[config.mk]
export PLATFORM = sky130hd
export DESIGN_NAME = tqvp_bus_initiator
export DESIGN_NICKNAME = d
export VERILOG_FILES = /design/src/rtl/tqvp_bus_initiator.sv
export SDC_FILE = /design/constraint.sdc
export NUM_CORES = 1
export LEC_CHECK = 0
export CAP_MARGIN = 15
export CORE_MARGIN = 8
export CORE_UTILIZATION = 47
export DETAILED_ROUTE_END_ITERATION = 10
export GPL_TIMING_DRIVEN = 0
export HOLD_SLACK_MARGIN = 0.06
export MAX_ROUTING_LAYER = met4
export PLACE_DENSITY_LB_ADDON = 0.1
export SLEW_MARGIN = 40
export SYNTH_ARGS = -nofsm -noshare
export SYNTH_HDL_FRONTEND = slang
export SYNTH_SLANG_ARGS = --single-unit
[constraint.sdc]
create_clock -name clk -period 3.9 [get_ports clk]
set_input_delay 0.39 -clock clk [delete_from_list [all_inputs] [get_ports clk]]
set_output_delay 0.39 -clock clk [all_outputs]
set_load 0.05 [all_outputs]
[src/rtl/tqvp_bus_initiator.sv]
`default_nettype none
// ============================================================================
// Module      : tqvp_bus_initiator
// Description : Host-side TinyQV peripheral bus master. Accepts one command on
//               a valid/ready port, runs one bus transaction, returns result.
// Revision    : 1.0 - initial release
// ============================================================================
module tqvp_bus_initiator #(
    parameter int TIMEOUT_CYCLES = 255,
    parameter int TO_W           = 8
) (
    input  logic        clk,
    input  logic        rst_n,
    input  logic        req_valid,
    output logic        req_ready,
    input  logic        req_write,
    input  logic [1:0]  req_size,
    input  logic [5:0]  req_addr,
    input  logic [31:0] req_wdata,
    output logic        rsp_valid,
    input  logic        rsp_ready,
    output logic [31:0] rsp_rdata,
    output logic        rsp_error,
    output logic        rsp_write,
    output logic [5:0]  bus_address,
    output logic [31:0] bus_wdata,
    output logic [1:0]  bus_write_n,
    output logic [1:0]  bus_read_n,
    input  logic [31:0] bus_rdata,
    input  logic        bus_ready,
    input  logic        bus_irq,
    input  logic        irq_clear,
    output logic        irq_pending,
    output logic        busy
);

    typedef enum logic [1:0] {
        ST_IDLE  = 2'd0,
        ST_WRITE = 2'd1,
        ST_READ  = 2'd2,
        ST_RESP  = 2'd3
    } state_t;

    localparam logic [1:0]      c_SIZE_ILLEGAL = 2'b11;
    localparam logic [1:0]      c_STROBE_IDLE  = 2'b11;
    localparam logic [TO_W-1:0] c_TO_LAST      = TO_W'(TIMEOUT_CYCLES - 1);
    localparam logic [TO_W-1:0] c_CNT_ONE      = TO_W'(1);

    state_t          r_state;
    state_t          w_state_nxt;
    logic [1:0]      r_size;
    logic [1:0]      w_size_nxt;
    logic [TO_W-1:0] r_cnt;
    logic [TO_W-1:0] w_cnt_nxt;
    logic [5:0]      w_addr_nxt;
    logic [31:0]     w_wdata_nxt;
    logic [1:0]      w_write_n_nxt;
    logic [1:0]      w_read_n_nxt;
    logic            w_rsp_valid_nxt;
    logic [31:0]     w_rsp_rdata_nxt;
    logic            w_rsp_error_nxt;
    logic            w_rsp_write_nxt;

    logic            r_irq_meta;
    logic            r_irq_sync;
    logic            r_irq_prev;
    logic            w_irq_rise;

    function automatic logic [31:0] f_zext(input logic [1:0] size, input logic [31:0] data);
        logic [31:0] v;
        case (size)
            2'b00:   v = {24'b0, data[7:0]};
            2'b01:   v = {16'b0, data[15:0]};
            default: v = data;
        endcase
        return v;
    endfunction

    assign req_ready = (r_state == ST_IDLE);
    assign busy      = (r_state != ST_IDLE);

    always_comb begin
        w_state_nxt     = r_state;
        w_size_nxt      = r_size;
        w_cnt_nxt       = r_cnt;
        w_addr_nxt      = bus_address;
        w_wdata_nxt     = bus_wdata;
        w_write_n_nxt   = c_STROBE_IDLE;
        w_read_n_nxt    = c_STROBE_IDLE;
        w_rsp_valid_nxt = 1'b0;
        w_rsp_rdata_nxt = rsp_rdata;
        w_rsp_error_nxt = rsp_error;
        w_rsp_write_nxt = rsp_write;

        case (r_state)
            ST_IDLE: begin
                if (req_valid) begin
                    w_addr_nxt      = req_addr;
                    w_wdata_nxt     = req_wdata;
                    w_size_nxt      = req_size;
                    w_rsp_write_nxt = req_write;
                    // Illegal sizes never touch the bus.
                    if (req_size == c_SIZE_ILLEGAL) begin
                        w_state_nxt     = ST_RESP;
                        w_rsp_error_nxt = 1'b1;
                        w_rsp_rdata_nxt = 32'b0;
                    end else if (req_write) begin
                        w_state_nxt   = ST_WRITE;
                        w_write_n_nxt = req_size;
                    end else begin
                        w_state_nxt  = ST_READ;
                        w_read_n_nxt = req_size;
                        w_cnt_nxt    = '0;
                    end
                end
            end
            ST_WRITE: begin
                w_state_nxt     = ST_RESP;
                w_rsp_error_nxt = 1'b0;
                w_rsp_rdata_nxt = 32'b0;
            end
            ST_READ: begin
                if (bus_ready) begin
                    w_state_nxt     = ST_RESP;
                    w_rsp_rdata_nxt = f_zext(r_size, bus_rdata);
                    w_rsp_error_nxt = 1'b0;
                end else if (r_cnt == c_TO_LAST) begin
                    w_state_nxt     = ST_RESP;
                    w_rsp_rdata_nxt = 32'b0;
                    w_rsp_error_nxt = 1'b1;
                end else begin
                    w_cnt_nxt    = r_cnt + c_CNT_ONE;
                    w_read_n_nxt = r_size;
                end
            end
            ST_RESP: begin
                // rsp_valid rises one cycle after entering RESP.
                if (rsp_valid && rsp_ready) begin
                    w_state_nxt = ST_IDLE;
                end else begin
                    w_rsp_valid_nxt = 1'b1;
                end
            end
            default: begin
                w_state_nxt = ST_IDLE;
            end
        endcase
    end

    always_ff @(posedge clk or negedge rst_n) begin
        if (!rst_n) begin
            r_state     <= ST_IDLE;
            r_size      <= 2'b00;
            r_cnt       <= '0;
            bus_address <= 6'b0;
            bus_wdata   <= 32'b0;
            bus_write_n <= c_STROBE_IDLE;
            bus_read_n  <= c_STROBE_IDLE;
            rsp_valid   <= 1'b0;
            rsp_rdata   <= 32'b0;
            rsp_error   <= 1'b0;
            rsp_write   <= 1'b0;
        end else begin
            r_state     <= w_state_nxt;
            r_size      <= w_size_nxt;
            r_cnt       <= w_cnt_nxt;
            bus_address <= w_addr_nxt;
            bus_wdata   <= w_wdata_nxt;
            bus_write_n <= w_write_n_nxt;
            bus_read_n  <= w_read_n_nxt;
            rsp_valid   <= w_rsp_valid_nxt;
            rsp_rdata   <= w_rsp_rdata_nxt;
            rsp_error   <= w_rsp_error_nxt;
            rsp_write   <= w_rsp_write_nxt;
        end
    end

    assign w_irq_rise = r_irq_sync & ~r_irq_prev;

    // A new edge outranks a simultaneous clear so no interrupt is lost.
    always_ff @(posedge clk or negedge rst_n) begin
        if (!rst_n) begin
            r_irq_meta  <= 1'b0;
            r_irq_sync  <= 1'b0;
            r_irq_prev  <= 1'b0;
            irq_pending <= 1'b0;
        end else begin
            r_irq_meta <= bus_irq;
            r_irq_sync <= r_irq_meta;
            r_irq_prev <= r_irq_sync;
            if (w_irq_rise) begin
                irq_pending <= 1'b1;
            end else if (irq_clear) begin
                irq_pending <= 1'b0;
            end
        end
    end

endmodule
`default_nettype wire

==> flow_summary.json, run 1 <==
{
  "cp.arrival_ns": 2.10,
  "finalSetupViolations": 0,
  "hpwl_mm": 8.14,
  "cp-end-kind": "output pin",
  "max_slew.worst_pin.slew_ns": 0.553,
  "holdPathEnd": "r_irq_sync",
  "via_per_inst": 5.15,
  "htreeDepth": 3,
  "worst_slack_ns": 1.41,
  "drtPass1Iterations": 4,
  "internal_power_mw": 2.74,
  "synth_most_common_cell": "dfrtp_1",
  "area_growth_pct": 48.3,
  "yosysWarnings": 0,
  "rsz0062_at_grt": "no",
  "r2r-start": "r_state[0]",
  "reg2reg_slack_ns": 1.79,
  "relSlewSlack": 0.630,
  "io_pins": 160,
  "pre_cts_ws_ns": 1.70,
  "drv_cap": 0,
  "drt.antenna.violating_nets": 0,
  "worstHoldPathType": "register to register",
  "drt-initial-drc-count": 105,
  "syn_area_sq_um": 4070,
  "hold_viol": 0,
  "synth.avg_cell_area_sq_um": 12.7,
  "sw_frac_of_total": 0.465,
  "synth-seq-area-share": 0.573,
  "die_area_sq_um": 11900,
  "fp.dieW_um": 109,
  "core_sq_um": 8550,
  "ys_types": 47,
  "cts_sinks": 93,
  "p_leak_nw": 2.63,
  "syn_inst": 320,
  "syn-num-nets": 407,
  "p_comb_frac": 0.578,
  "r2r-end": "r_cnt[6]",
  "initial_core_util": 0.476,
  "wirelength_mm": 10.5,
  "grt_overflow": 0,
  "hold_depth": 0,
  "ys_ff_latch": 93,
  "gp_congestion": 0.813,
  "p_total_mw": 5.11,
  "num_vias": 3118,
  "outcome": "completed",
  "synth_edf_count": 0,
  "antenna_found_initial": 0,
  "peakVddDrop_v": 0.000572,
  "reg2reg_depth": 8,
  "period_needed_ns": 2.49,
  "clkSlewWorstSetupHoldPaths_ns": 0.09,
  "pwr_density_cell_nw_per_um2": 847,
  "final-max-slew-violation-count": 0,
  "synth_commonest_cells": "dfrtp_1 (89), mux2_2 (42), nand2_1 (28)",
  "final_util": 0.706,
  "cts_resized": 0,
  "row_count": 34,
  "clock_skew_ns": 0.00920,
  "drive_gt1_frac": 0.207,
  "io_buffers": 159,
  "grt_first_pass_wirelength_mm": 16.8,
  "synth_top_cell_by_area": "dfrtp_1",
  "setup.worst_path.class": "register to output pin",
  "synthArstFlopShare": 1.00,
  "clkPwrFrac": 0.125,
  "track_usage": 0.186,
  "ys_top_cells_by_area": "dfrtp_1 (55%), mux2_2 (12%), mux2i_1 (4.2%)",
  "post-route-period-util": 0.637,
  "drc_errors": 0,
  "critPathLaunchType": "register",
  "avgRoutedWirePerCell_um": 17.4,
  "p_sw_mw": 2.37,
  "diodes": 0,
  "hold_start": "r_irq_meta",
  "p_seq_frac": 0.297,
  "clockRootBuffer": "clkbuf_8",
  "path_max_fanout": 8,
  "die_h_um": 109,
  "nNetsFinal": 579,
  "max_freq_mhz": 402,
  "cts_buffer_depth": 2,
  "synth-main-ff-cell": "dfrtp_1",
  "clk_latency_ns": 0.35,
  "grt_max_degree": 58,
  "cts_buffers": 9,
  "grt_pass1_vias": 3441,
  "cp.required_ns": 3.51,
  "cts_tree": "built",
  "synth_top_area_share": 0.547
}
-- power by group through the flow --
stage / clock network, mW / registers (mW) / logic (mW)
after floorplan: 0 / 2.58 / 0.930
after global placement: 0 / 1.51 / 2.93
after detailed placement: 0 / 1.53 / 2.98
after CTS: 0.663 / 1.52 / 2.99
after global routing: 0.701 / 1.56 / 3.13
final: 0.639 / 1.52 / 2.96
-- timing repair --
action                    in CTS  in global routing
buffers inserted               0                  0
hold buffers                   1                  0
hold endpoints to repair      32                  0
-- cells in the final DEF, fill, tap and decap left out, drive strengths merged, types with 3 or more instances in the layout --
cell type / instances
a21o: 8
clkdlybuf4s50: 158
o21ai: 12
mux2i: 17
nand2: 29
nand4: 9
o211ai: 3
buf: 14
a21bo: 8
mux2: 42
inv: 26
ha: 7
clkbuf: 13
nand3: 7
dfrtp: 89
clkinvlp: 3
dfstp: 4
nor2: 6
and4: 8
-- per-stage QoR --
stage | std cells | hold slack [ns] | setup TNS (ns) | area, sq um
3_5_place_dp | 588 | 0.320 | 0 | 5830
4_1_cts | 605 | 0.360 | 0 | 6030
2_1_floorplan | 320 | 0.0944 | 0 | 4070
5_1_grt | 605 | 0.375 | 0 | 6030
6_report | 605 | 0.366 | 0 | 6030
3_3_place_gp | 587 | 0.336 | -88.24 | 5800
-- registers in the layout, summed over array words and instances, names as in the netlist --
signal	count
bus_wdata	32
rsp_rdata	32
r_cnt	8
bus_address	6
bus_read_n	2
bus_write_n	2
r_size	2
r_state	2
irq_pending	1
r_irq_meta	1
r_irq_prev	1
r_irq_sync	1
rsp_error	1
rsp_valid	1
rsp_write	1
-- worst max-delay path by stage --
stage	slack (ns)	depth (start not counted)	from	endpoint
floorplan	1.73	7	r_state[0]	r_cnt[7]
global placement	-1.0	1	rst_n	bus_wdata[18]
detailed placement	1.70	6	req_valid	rsp_rdata[2]
CTS	1.38	5	r_state[0]	busy
global route	1.28	5	r_state[0]	busy
finish	1.41	5	r_state[0]	busy
-- worst max-delay path, cell delays in order (launching register included) --
cell,delay (ns)
dfrtp_1,0.38
inv_1,0.10
ha_1,0.24
buf_6,0.15
inv_1,0.07
clkdlybuf4s50_1,0.81
-- per-layer routing --
layer | wire, um | global-route usage | up-vias
li1 | - | - | 1468
met1 | 4510 | 0.223 | 1514
met2 | 4960 | 0.293 | 123
met3 | 889 | 0.0532 | 13
met4 | 182 | 0.0704 | 0
met5 | 0 | - | -
-- final cells by class --
cell class | instances | area, sq um
repair buffers | 161 | 1630
clock buffers | 9 | 124
well taps | 108 | 135
plain buffers | 16 | 119
fillers | 643 | 2520
inverters | 25 | 93.8
flip-flops and latches | 93 | 2330
clock inverters | 7 | 75.1
multi-input cells | 186 | 1530
-- logic make-up (layout without fill, tap and decap cells) --
kind of cell,Yosys count,in the layout,synth area share
adders and majority gates,7,7,0.0215
muxes,59,59,0.158
DFF,93,93,0.573
and+or+nand+nor,74,74,0.102
buffers and inverters,41,218,0.0523
AOI/OAI and AO/OA,46,46,0.0928
(Power assumes the default switching activity.)
==> inputs of run 2 (changes only) <==
--- a/config.mk
+++ b/config.mk
@@ -7,7 +7,7 @@
 export LEC_CHECK = 0
 export CAP_MARGIN = 15
 export CORE_MARGIN = 8
-export CORE_UTILIZATION = 47
+export CORE_UTILIZATION = 44
 export DETAILED_ROUTE_END_ITERATION = 10
 export GPL_TIMING_DRIVEN = 0
 export HOLD_SLACK_MARGIN = 0.06
==> constraint.sdc (replaced) <==
create_clock -name clk -period 2.3 [get_ports clk]
set_input_delay 0.23 -clock clk [delete_from_list [all_inputs] [get_ports clk]]
set_output_delay 0.23 -clock clk [all_outputs]
set_load 0.05 [all_outputs]
==> run 2 against run 1 <==
Net effect:
- first-iteration DRC count down 0.95%
- clock-buffer cell count grew 1
- global-route usage is 0.87 points lower
- clock skew rose by 0.013 ns
- flip-flop and latch count unchanged
- highest routed layer unchanged
==> flow_summary.json, run 2 (synthesis results as in run 1) <==
{
  "fin_cells": 608,
  "slowest_delay_ns": 0.82,
  "antenna_found_initial": 0,
  "cts_buffers": 9,
  "gp_congestion": 0.827,
  "clkPwrFrac": 0.115,
  "die_h_um": 112,
  "row_count": 35,
  "drtPass1Iterations": 4,
  "clkSlewWorstSetupHoldPaths_ns": 0.11,
  "nNetsFinal": 579,
  "cp.arrival_ns": 1.90,
  "critPathLaunchType": "register",
  "clock_skew_ns": 0.0221,
  "drive_gt1_frac": 0.205,
  "grt_max_degree": 68,
  "hpwl_mm": 8.07,
  "die_area_sq_um": 12600,
  "final_common_cell": "clkdlybuf4s50_1",
  "period_needed_ns": 2.13,
  "place_inst": 591,
  "fillers": 707,
  "cp-end-kind": "output pin",
  "clk_latency_ns": 0.36,
  "hold_viol": 0,
  "drv_cap": 0,
  "cts_buffer_depth": 2,
  "clockRootBuffer": "clkbuf_8",
  "htreeDepth": 3,
  "cts_tree": "built",
  "fp.dieW_um": 112,
  "rsz0062_at_grt": "no",
  "post-route-period-util": 0.927,
  "pwr_density_cell_nw_per_um2": 1430,
  "max_slew.worst_pin.slew_ns": 0.568,
  "multi_input_area_sq_um": 1530,
  "grt_pass1_vias": 3438,
  "finalSetupViolations": 0,
  "drt.antenna.violating_nets": 0,
  "p_seq_frac": 0.301,
  "core_sq_um": 9110,
  "path_max_fanout": 4,
  "io_buffers": 159,
  "crit_chain": "inv_1 -> ha_1 -> clkdlybuf4s50_1",
  "p_leak_nw": 2.62,
  "max_freq_mhz": 469,
  "sw_frac_of_total": 0.472,
  "cp.required_ns": 2.07,
  "avgRoutedWirePerCell_um": 17.5,
  "ff_latch_area_sq_um": 2330,
  "grt_overflow": 0,
  "worstHoldPathType": "input port to asynchronous set/reset pin",
  "drc_errors": 0,
  "wirelength_mm": 10.6,
  "track_usage": 0.178,
  "cts_sinks": 93,
  "num_vias": 3081,
  "final-max-slew-violation-count": 0,
  "outcome": "completed",
  "initial_core_util": 0.447,
  "io_pins": 160,
  "cpMaxStageDelayCell": "clkdlybuf4s50_1",
  "final_cell_mix": "clkdlybuf4s50_1 (157), dfrtp_1 (89), mux2_2 (42)",
  "p_sw_mw": 4.05,
  "grt_first_pass_wirelength_mm": 17.4,
  "relSlewSlack": 0.620,
  "area_growth_pct": 47.8,
  "setup.worst_path.class": "register to output pin",
  "internal_power_mw": 4.53,
  "p_comb_frac": 0.584,
  "final_util": 0.660,
  "drt-initial-drc-count": 104,
  "via_per_inst": 5.07,
  "peakVddDrop_v": 0.000891,
  "diodes": 0,
  "top_regs": "bus_wdata: 32 flops, rsp_rdata: 32 flops, r_cnt: 8 flops"
}
[run 2: cell types whose count changed in the layout (fill, tap and decap cells not counted)]
| cell | delta |
|---|---|
| buf_6 | -1 |
| buf_8 | +1 |
| bufinv_16 | -1 |
| clkbuf_1 | +1 |
| clkdlybuf4s50_1 | -1 |
| clkinv_4 | -1 |
| dlygate4sd2_1 | +1 |
| inv_6 | +1 |
[run 2: stage by stage]
step	power (mW)	area, sq um	TNS [ns]	hold slack, ns	setup WS (ns)
after global placement	7.55	5800	-230.28	0.333	-2.53
after CTS	8.67	6010	0	0.285	0.138
after floorplan	5.95	4070	0	-0.0656	0.133
after global routing	9.01	6010	0	0.300	0.0326
after detailed placement	7.65	5830	0	0.0920	0.219
final	8.58	6010	0	0.283	0.168
[run 2: power by group through the flow]
stage | Clock [mW] | Combinational, mW | Sequential [mW]
after global placement | 0 | 4.98 | 2.57
after CTS | 1.03 | 5.06 | 2.58
after detailed placement | 0 | 5.05 | 2.61
after global routing | 1.08 | 5.27 | 2.66
final | 0.990 | 5.01 | 2.58
after floorplan | 0 | 1.58 | 4.37
[run 2: worst paths after layout]
path,startpoint,end,slack (ns),cells after the start
min in group clk,bus_irq,r_irq_meta,0.31,1
max,r_state[0],req_ready,0.17,3
min reg2reg,r_irq_meta,r_irq_sync,0.37,0
max in group asynchronous,rst_n,bus_write_n[1],1.34,3
min,rst_n,rsp_rdata[6],0.28,2
max reg2reg,r_state[0],r_cnt[6],0.18,8
[run 2: final cells by class]
cell class,count,share of cell area
Multi-Input combinational cell,186,0.254
Sequential cell,93,0.388
Inverter,25,0.0156
Clock buffer,10,0.0212
Timing Repair Buffer,161,0.271
Clock inverter,6,0.00749
Buffer,16,0.0198
Tap cell,111,0.0231
[run 2: critical path: cells and delay by family (launching register included)]
family | cells | cell delay [ns]
adder cells (fa/ha/maj) | 1 | 0.20
buffers and inverters | 2 | 0.95
flip-flops | 1 | 0.41
[run 2: timing repair]
| item | 4_1_cts | 5_1_grt |
|---|---|---|
| hold buffers | 1 | 0 |
| hold endpoints to repair | 87 | 0 |
| gates resized for setup | 1 | 0 |
| buffers inserted | 0 | 0 |
| setup endpoints to repair | 1 | 0 |
[run 2: metal layers]
metal  track usage  routed length (um)  vias to the layer above
met1         0.208                4670                     1492
met2         0.281                4950                      116
met5             -                   0                        -
li1              -                   -                     1462
met3        0.0660                 847                       11
met4        0.0513                 148                        0
==> inputs of run 3 (changes only) <==
--- a/config.mk
+++ b/config.mk
@@ -7,13 +7,13 @@
 export LEC_CHECK = 0
 export CAP_MARGIN = 15
 export CORE_MARGIN = 8
-export CORE_UTILIZATION = 44
+export CORE_UTILIZATION = 40
 export DETAILED_ROUTE_END_ITERATION = 10
 export GPL_TIMING_DRIVEN = 0
 export HOLD_SLACK_MARGIN = 0.06
 export MAX_ROUTING_LAYER = met4
 export PLACE_DENSITY_LB_ADDON = 0.1
-export SLEW_MARGIN = 40
+export SLEW_MARGIN = 25
 export SYNTH_ARGS = -nofsm -noshare
 export SYNTH_HDL_FRONTEND = slang
 export SYNTH_SLANG_ARGS = --single-unit
==> run 3 against run 2 <==
Net effect:
- combinational power hardly changed
- critical endpoint unchanged
- critical path type unchanged
- clock-buffer cell count rose by 2
- maximum frequency decreased by 0.28%
- clock power increased by 30%
==> flow_summary.json, run 3 (synthesis results as in run 1) <==
{
  "setup.worst_path.class": "register to output pin",
  "cts_buffer_depth": 2,
  "period_needed_ns": 2.14,
  "clockRootBuffer": "clkbuf_8",
  "io_buffers": 159,
  "nNetsFinal": 579,
  "initial_core_util": 0.403,
  "area_growth_pct": 50.1,
  "hpwl_mm": 8.35,
  "htreeDepth": 3,
  "p_total_mw": 8.86,
  "reg2reg_slack_ns": 0.20,
  "clk_latency_ns": 0.35,
  "cts_sinks": 93,
  "r2r-start": "r_state[0]",
  "crit_buf_inv": 2,
  "grt_max_degree": 59,
  "fillers": 867,
  "drc_errors": 0,
  "p_leak_nw": 2.66,
  "gp_congestion": 0.821,
  "row_count": 37,
  "drtPass1Iterations": 4,
  "finalSetupViolations": 0,
  "outcome": "completed",
  "track_usage": 0.165,
  "cp.arrival_ns": 1.91,
  "fp.dieW_um": 117,
  "crit_end": "req_ready",
  "setup_tns_ns": 0,
  "drt-initial-drc-count": 122,
  "drt.antenna.violating_nets": 0,
  "die_area_sq_um": 13700,
  "antenna_found_initial": 0,
  "max_slew.worst_pin.slew_ns": 0.543,
  "clkSlewWorstSetupHoldPaths_ns": 0.09,
  "critPathLaunchType": "register",
  "die_h_um": 117,
  "r2r-end": "r_cnt[6]",
  "diodes": 0,
  "pwr_density_cell_nw_per_um2": 1450,
  "final-max-slew-violation-count": 0,
  "cpLargestDelayFamily": "buffers and inverters",
  "grt_overflow": 0,
  "avgRoutedWirePerCell_um": 17.1,
  "cpMaxStageDelayCell": "clkdlybuf4s50_1",
  "peakVddDrop_v": 0.000794,
  "io_pins": 160,
  "drive_gt1_frac": 0.203,
  "crit_chain": "inv_1 -> ha_1 -> clkdlybuf4s50_1",
  "slowest_delay_ns": 0.81,
  "num_vias": 3069,
  "grt_first_pass_wirelength_mm": 16.9,
  "final_cell_mix": "clkdlybuf4s50_1 (157), dfrtp_1 (89), mux2_2 (42)",
  "worstHoldPathType": "input port to register",
  "via_per_inst": 4.85,
  "cp.required_ns": 2.07,
  "crit_cells": 3,
  "post-route-period-util": 0.930,
  "worstSetupStartpoint": "r_state[0]",
  "path_max_fanout": 4,
  "relSlewSlack": 0.637,
  "cp-end-kind": "output pin",
  "core_sq_um": 10100,
  "final_common_cell": "clkdlybuf4s50_1",
  "final_util": 0.605,
  "rsz0062_at_grt": "no",
  "top_regs": "bus_wdata: 32 flops, rsp_rdata: 32 flops, r_cnt: 8 flops",
  "cts_buffers": 9,
  "grt_pass1_vias": 3364,
  "clock_skew_ns": 0.0129,
  "reg2reg_depth": 8,
  "drv_cap": 0,
  "cts_tree": "built",
  "cts_post_setup_buffers_inserted": 0,
  "hold_viol": 0,
  "wirelength_mm": 10.8,
  "max_freq_mhz": 468
}
run 3: cell types whose count changed in the layout (fill, tap and decap cells not counted):
| cell | before | now |
|---|---|---|
| buf_8 | 1 | 0 |
| clkbuf_1 | 4 | 5 |
| clkinvlp_4 | 3 | 0 |
| buf_6 | 5 | 6 |
| bufinv_16 | 0 | 3 |
| clkbuf_8 | 10 | 11 |
| inv_6 | 2 | 0 |
run 3: layout make-up:
type | count | area (sq um) | share of cell area
Timing Repair Buffer | 161 | 1630 | 0.267
Multi-Input combinational cell | 186 | 1530 | 0.250
Clock buffer | 12 | 145 | 0.0238
Buffer | 16 | 119 | 0.0195
Clock inverter | 4 | 95.1 | 0.0156
Inverter | 25 | 93.8 | 0.0154
Tap cell | 136 | 170 | 0.0279
Sequential cell | 93 | 2330 | 0.382
run 3: worst register-to-register path: cells and delay by family (launching register included):
family | cells | cell delay [ns]
compound gates | 2 | 0.58
flops | 1 | 0.41
simple gates | 1 | 0.18
fa+ha+maj | 1 | 0.21
buf+inv | 4 | 0.59
run 3: repair_timing:
| action | 4_1_cts | 5_1_grt |
|---|---|---|
| setup endpoints to repair | 1 | 0 |
| gates resized for setup | 1 | 0 |
| hold buffers | 1 | 0 |
| endpoints found under the hold margin | 33 | 0 |
run 3: how the worst min path moves through the flow:
stage               start              to  slack [ns]  cells past startpoint
3_5_place_dp        rst_n    rsp_rdata[3]        0.15                      1
2_1_floorplan       rst_n  bus_address[0]       -0.07                      0
3_3_place_gp   r_irq_meta      r_irq_sync        0.33                      0
4_1_cts           bus_irq      r_irq_meta        0.31                      1
5_1_grt           bus_irq      r_irq_meta        0.31                      1
6_report          bus_irq      r_irq_meta        0.32                      1
run 3: metrics by stage:
step                instance area (sq um)  cells  hold slack (ns)  worst slack, ns
floorplan                            4070    320          -0.0656            0.133
global placement                     5830    615            0.333            -2.57
detailed placement                   5860    616            0.153            0.209
CTS                                  6110    633            0.310            0.129
global route                         6110    633            0.310           0.0199
finish                               6110    633            0.324            0.162
run 3: routing by layer:
layer / vias up / global-route usage / share of wire
met5: - / - / 0
met1: 1482 / 0.198 / 0.43
met2: 111 / 0.266 / 0.48
met3: 14 / 0.0436 / 0.075
li1: 1462 / - / -
met4: 0 / 0.0546 / 0.015
run 3: power by group:
group          internal [mW]  switching [mW]
sequential              2.24           0.331
clock                  0.752           0.540
combinational           1.89            3.11
==> variant 1 (config.mk and constraints of run 1) <==
Add an input register stage for `bus_irq` and `irq_clear`; this delays them by one clock. The other inputs are not delayed to match.
--- a/src/rtl/tqvp_bus_initiator.sv
+++ b/src/rtl/tqvp_bus_initiator.sv
@@ -46,6 +46,14 @@
     localparam logic [TO_W-1:0] c_TO_LAST      = TO_W'(TIMEOUT_CYCLES - 1);
     localparam logic [TO_W-1:0] c_CNT_ONE      = TO_W'(1);
 
+    logic bus_irq_q;
+    logic irq_clear_q;
+
+    always_ff @(posedge clk) begin
+        bus_irq_q   <= bus_irq;
+        irq_clear_q <= irq_clear;
+    end
+
     state_t          r_state;
     state_t          w_state_nxt;
     logic [1:0]      r_size;
@@ -185,12 +193,12 @@
             r_irq_prev  <= 1'b0;
             irq_pending <= 1'b0;
         end else begin
-            r_irq_meta <= bus_irq;
+            r_irq_meta <= bus_irq_q;
             r_irq_sync <= r_irq_meta;
             r_irq_prev <= r_irq_sync;
             if (w_irq_rise) begin
                 irq_pending <= 1'b1;
-            end else if (irq_clear) begin
+            end else if (irq_clear_q) begin
                 irq_pending <= 1'b0;
             end
         end
Behaviour: not the same (a bounded check fails within 4 cycles, from zero or initial values and one cycle with rst_n low).
==> variant 1 against run 1 <==
- power is 1.6% lower
- routed wire length is 3.6% lower
- die area shrank 4.7%
- sequential cell count grew 2
- via count decreased by 6.9%
- setup slack lost 0.0089 ns
- sequential share of layout area is 2.2 points higher
- cell count shrank 8.3%
- synthesized area decreased by 5.5%
- cell area is 3.6% lower
- largest power group unchanged
==> variant 1: results (changes against run 1) <==
sequential area share after synthesis = 0.617 (was 0.573)
nets = 532 (was 579)
syn_nets = 360 (was 407)
vias per inst = 5.23 (was 5.15)
status = finished clean (unchanged)
Worst VDD drop = 0.640 mV (was 0.572 mV)
Non-clock buffers, area share = 0.296 (was 0.290)
multi-input logic area = 0.00134 sq mm (was 0.00153 sq mm)
Fill cells = 593 (was 643)
bufs w/o clock = 174 (was 177)
first-pass GRT wire length = 16,000 microns (was 16,800 microns)
HPWL after DPL = 7750 microns (was 8140 microns)
multiplexer share of the synthesized area = 0.126 (was 0.158)
Total GRT Usage = 0.185 (was 0.186)
Rel. slew slack = 0.626 (was 0.630)
dpl ws = 1.54 ns (was 1.70 ns)
largest cells by area after synthesis = dfrtp_1, mux2_2, a22o_1 (was dfrtp_1, mux2_2, mux2i_1)
worst reg2reg endpoint = rsp_rdata[11]$_DFFE_PN0P_ (was r_cnt[6]$_DFFE_PN0P_)
sequential cells = 95 (was 93)
Final Cycle Share = 0.640 (was 0.637)
max incr delay on CP = 0.79 ns (was 0.81 ns)
Pwr Total = 5.03 mW (was 5.11 mW)
post-placement cell area = 0.00559 sq mm (was 0.00583 sq mm)
compound-cell area share of the yosys netlist = 0.151 (was 0.0928)
number of non-clock inverters in the layout = 11 (was 25)
met3 routed WL = 687 microns (was 889 microns)
Clock Skew = 0.0118 ns (was 0.00920 ns)
M1 GR Usage = 0.224 (was 0.223)
Synth Area per Inst = 14.1 sq um (was 12.7 sq um)
met3 Usage GRT = 0.0641 (was 0.0532)
synthesized area = 0.00384 sq mm (was 0.00407 sq mm)
vias in the first global route = 3,042 (was 3,441)
Non-Filler Instances = 555 (was 605)
distinct cell type count after synthesis = 48 (was 47)
WL/cell = 18.3 microns (was 17.4 microns)
fin util = 0.718 (was 0.706)
CLK BUF = 11 (was 9)
dpl cells = 538 (was 588)
variant 1: cell types whose count changed after synthesis, moves of 4 or more:
cell,run 1,this run
a21bo_2,8,1
a21o_1,8,1
a22o_1,0,23
a22o_2,0,10
and4_2,8,0
buf_6,5,1
inv_1,25,11
mux2i_1,17,0
nand2_1,28,12
nand4_1,9,1
o21ai_0,11,3
variant 1: how the worst min path moves through the flow:
stage / start / depth (start not counted) / slack, ns / end
after detailed placement: bus_irq_q$_DFF_P_ / 0 / 0.33 / r_irq_meta$_DFF_PN0_
after floorplan: rst_n / 0 / 0.09 / bus_address[0]$_DFFE_PN0P_
after global placement: bus_irq_q$_DFF_P_ / 0 / 0.32 / r_irq_meta$_DFF_PN0_
after CTS: bus_irq_q$_DFF_P_ / 0 / 0.35 / r_irq_meta$_DFF_PN0_
after global routing: bus_irq_q$_DFF_P_ / 0 / 0.36 / r_irq_meta$_DFF_PN0_
final: bus_irq_q$_DFF_P_ / 0 / 0.35 / r_irq_meta$_DFF_PN0_
==> variant 2 (flow settings as in run 1) <==
Made on the original files. Set the parameter `TO_W` to 6 (it was 8).
--- a/src/rtl/tqvp_bus_initiator.sv
+++ b/src/rtl/tqvp_bus_initiator.sv
@@ -7,7 +7,7 @@
 // ============================================================================
 module tqvp_bus_initiator #(
     parameter int TIMEOUT_CYCLES = 255,
-    parameter int TO_W           = 8
+    parameter int TO_W           = 6
 ) (
     input  logic        clk,
     input  logic        rst_n,
Function: same outputs for any inputs over 4 cycles, from zero or initial values and one cycle with rst_n low; that may be too few to reach the edited logic, so the function may still have changed.
==> variant 2 against run 1 <==
- cell area shrank 6.7%
- routed wire length is 9.5% lower
- power is 4.5% lower
- setup slack got worse by 0.020 ns
- sequential cell count fell by 2
- synthesized area down 10%
- clock skew grew 0.0033 ns
- synthesized cell count is 19% lower
==> variant 2: results (changes against run 1) <==
Logic pwr share = 0.561 (was 0.578)
Seq area share = 0.406 (was 0.386)
largest cells by area after synthesis = dfrtp_1, mux2_2, a22o_1 (was dfrtp_1, mux2_2, mux2i_1)
met1 wire length = 4050 microns (was 4510 microns)
dpl ws = 1.77 ns (was 1.70 ns)
DR vias = 2,727 (was 3,118)
Non-clock buffers, area share = 0.305 (was 0.290)
Non-Filler Instances = 537 (was 605)
Multi-In Gates = 143 (was 186)
HPWL after DPL = 7350 microns (was 8140 microns)
crit-path max FO = 10 (was 8)
Clock Skew = 0.0125 ns (was 0.00920 ns)
compound-cell area share of the yosys netlist = 0.142 (was 0.0928)
met3 routed WL = 666 microns (was 889 microns)
share of layout cells above drive strength 1 = 0.191 (was 0.207)
dpl cells = 520 (was 588)
Psw = 2.26 mW (was 2.37 mW)
Fill cells = 521 (was 643)
post-placement cell area = 0.00541 sq mm (was 0.00583 sq mm)
Routed WL = 9530 microns (was 10,500 microns)
met3 Usage GRT = 0.0620 (was 0.0532)
Leak = 2.43 nW (was 2.63 nW)
CLK BUF = 10 (was 9)
#FFs+latches synth = 91 (was 93)
Worst VDD drop = 0.519 mV (was 0.572 mV)
GPL Wtd Cong = 0.775 (was 0.813)
metal2 WL = 4670 microns (was 4960 microns)
multi-input logic area = 0.00125 sq mm (was 0.00153 sq mm)
syn_nets = 345 (was 407)
status = finished clean (unchanged)
Worst-Margin Slew = 0.540 ns (was 0.553 ns)
first-pass GRT wire length = 15,600 microns (was 16,800 microns)
Synth Area per Inst = 14.2 sq um (was 12.7 sq um)
Iteration-0 DRC Markers = 78 (was 105)
P_seq = 1.47 mW (was 1.52 mW)
bufs w/o clock = 175 (was 177)
Clock buf/inv share = 0.0373 (was 0.0330)
number of non-clock inverters in the layout = 10 (was 25)
M1 GR Usage = 0.215 (was 0.223)
largest net degree at the start of global routing = 57 (was 58)
Post-synth top cells = dfrtp_1, mux2_2, a22o_1 (was dfrtp_1, mux2_2, nand2_1)
[variant 2: changes by cell type in the layout (fill, tap and decap cells not counted), sizes merged, moves of 3 or more]
cell      before  now
a21bo          8    0
inv           26   12
nand2         29    8
a21o           8    0
and4           8    0
o21ai         12    9
a22o           0   33
nand4          9    0
nor2           6    3
nand3          7    4
clkinvlp       3    0
o22ai          1    4
mux2i         17    3
[variant 2: final timing paths]
check	from	to	slack, ns	depth (start not counted)
worst max-delay path	r_state[0]$_DFFE_PN0P_	busy	1.40	5
worst min-delay path	r_irq_meta$_DFF_PN0_	r_irq_sync$_DFF_PN0_	0.37	0
worst max register to register	r_state[0]$_DFFE_PN0P_	r_cnt[5]$_DFFE_PN0P_	1.97	8
worst min register to register	r_irq_meta$_DFF_PN0_	r_irq_sync$_DFF_PN0_	0.37	0
max in group asynchronous	rst_n	bus_read_n[0]$_DFF_PN1_	2.78	3
min in group asynchronous	rst_n	r_cnt[2]$_DFFE_PN0P_	0.49	2
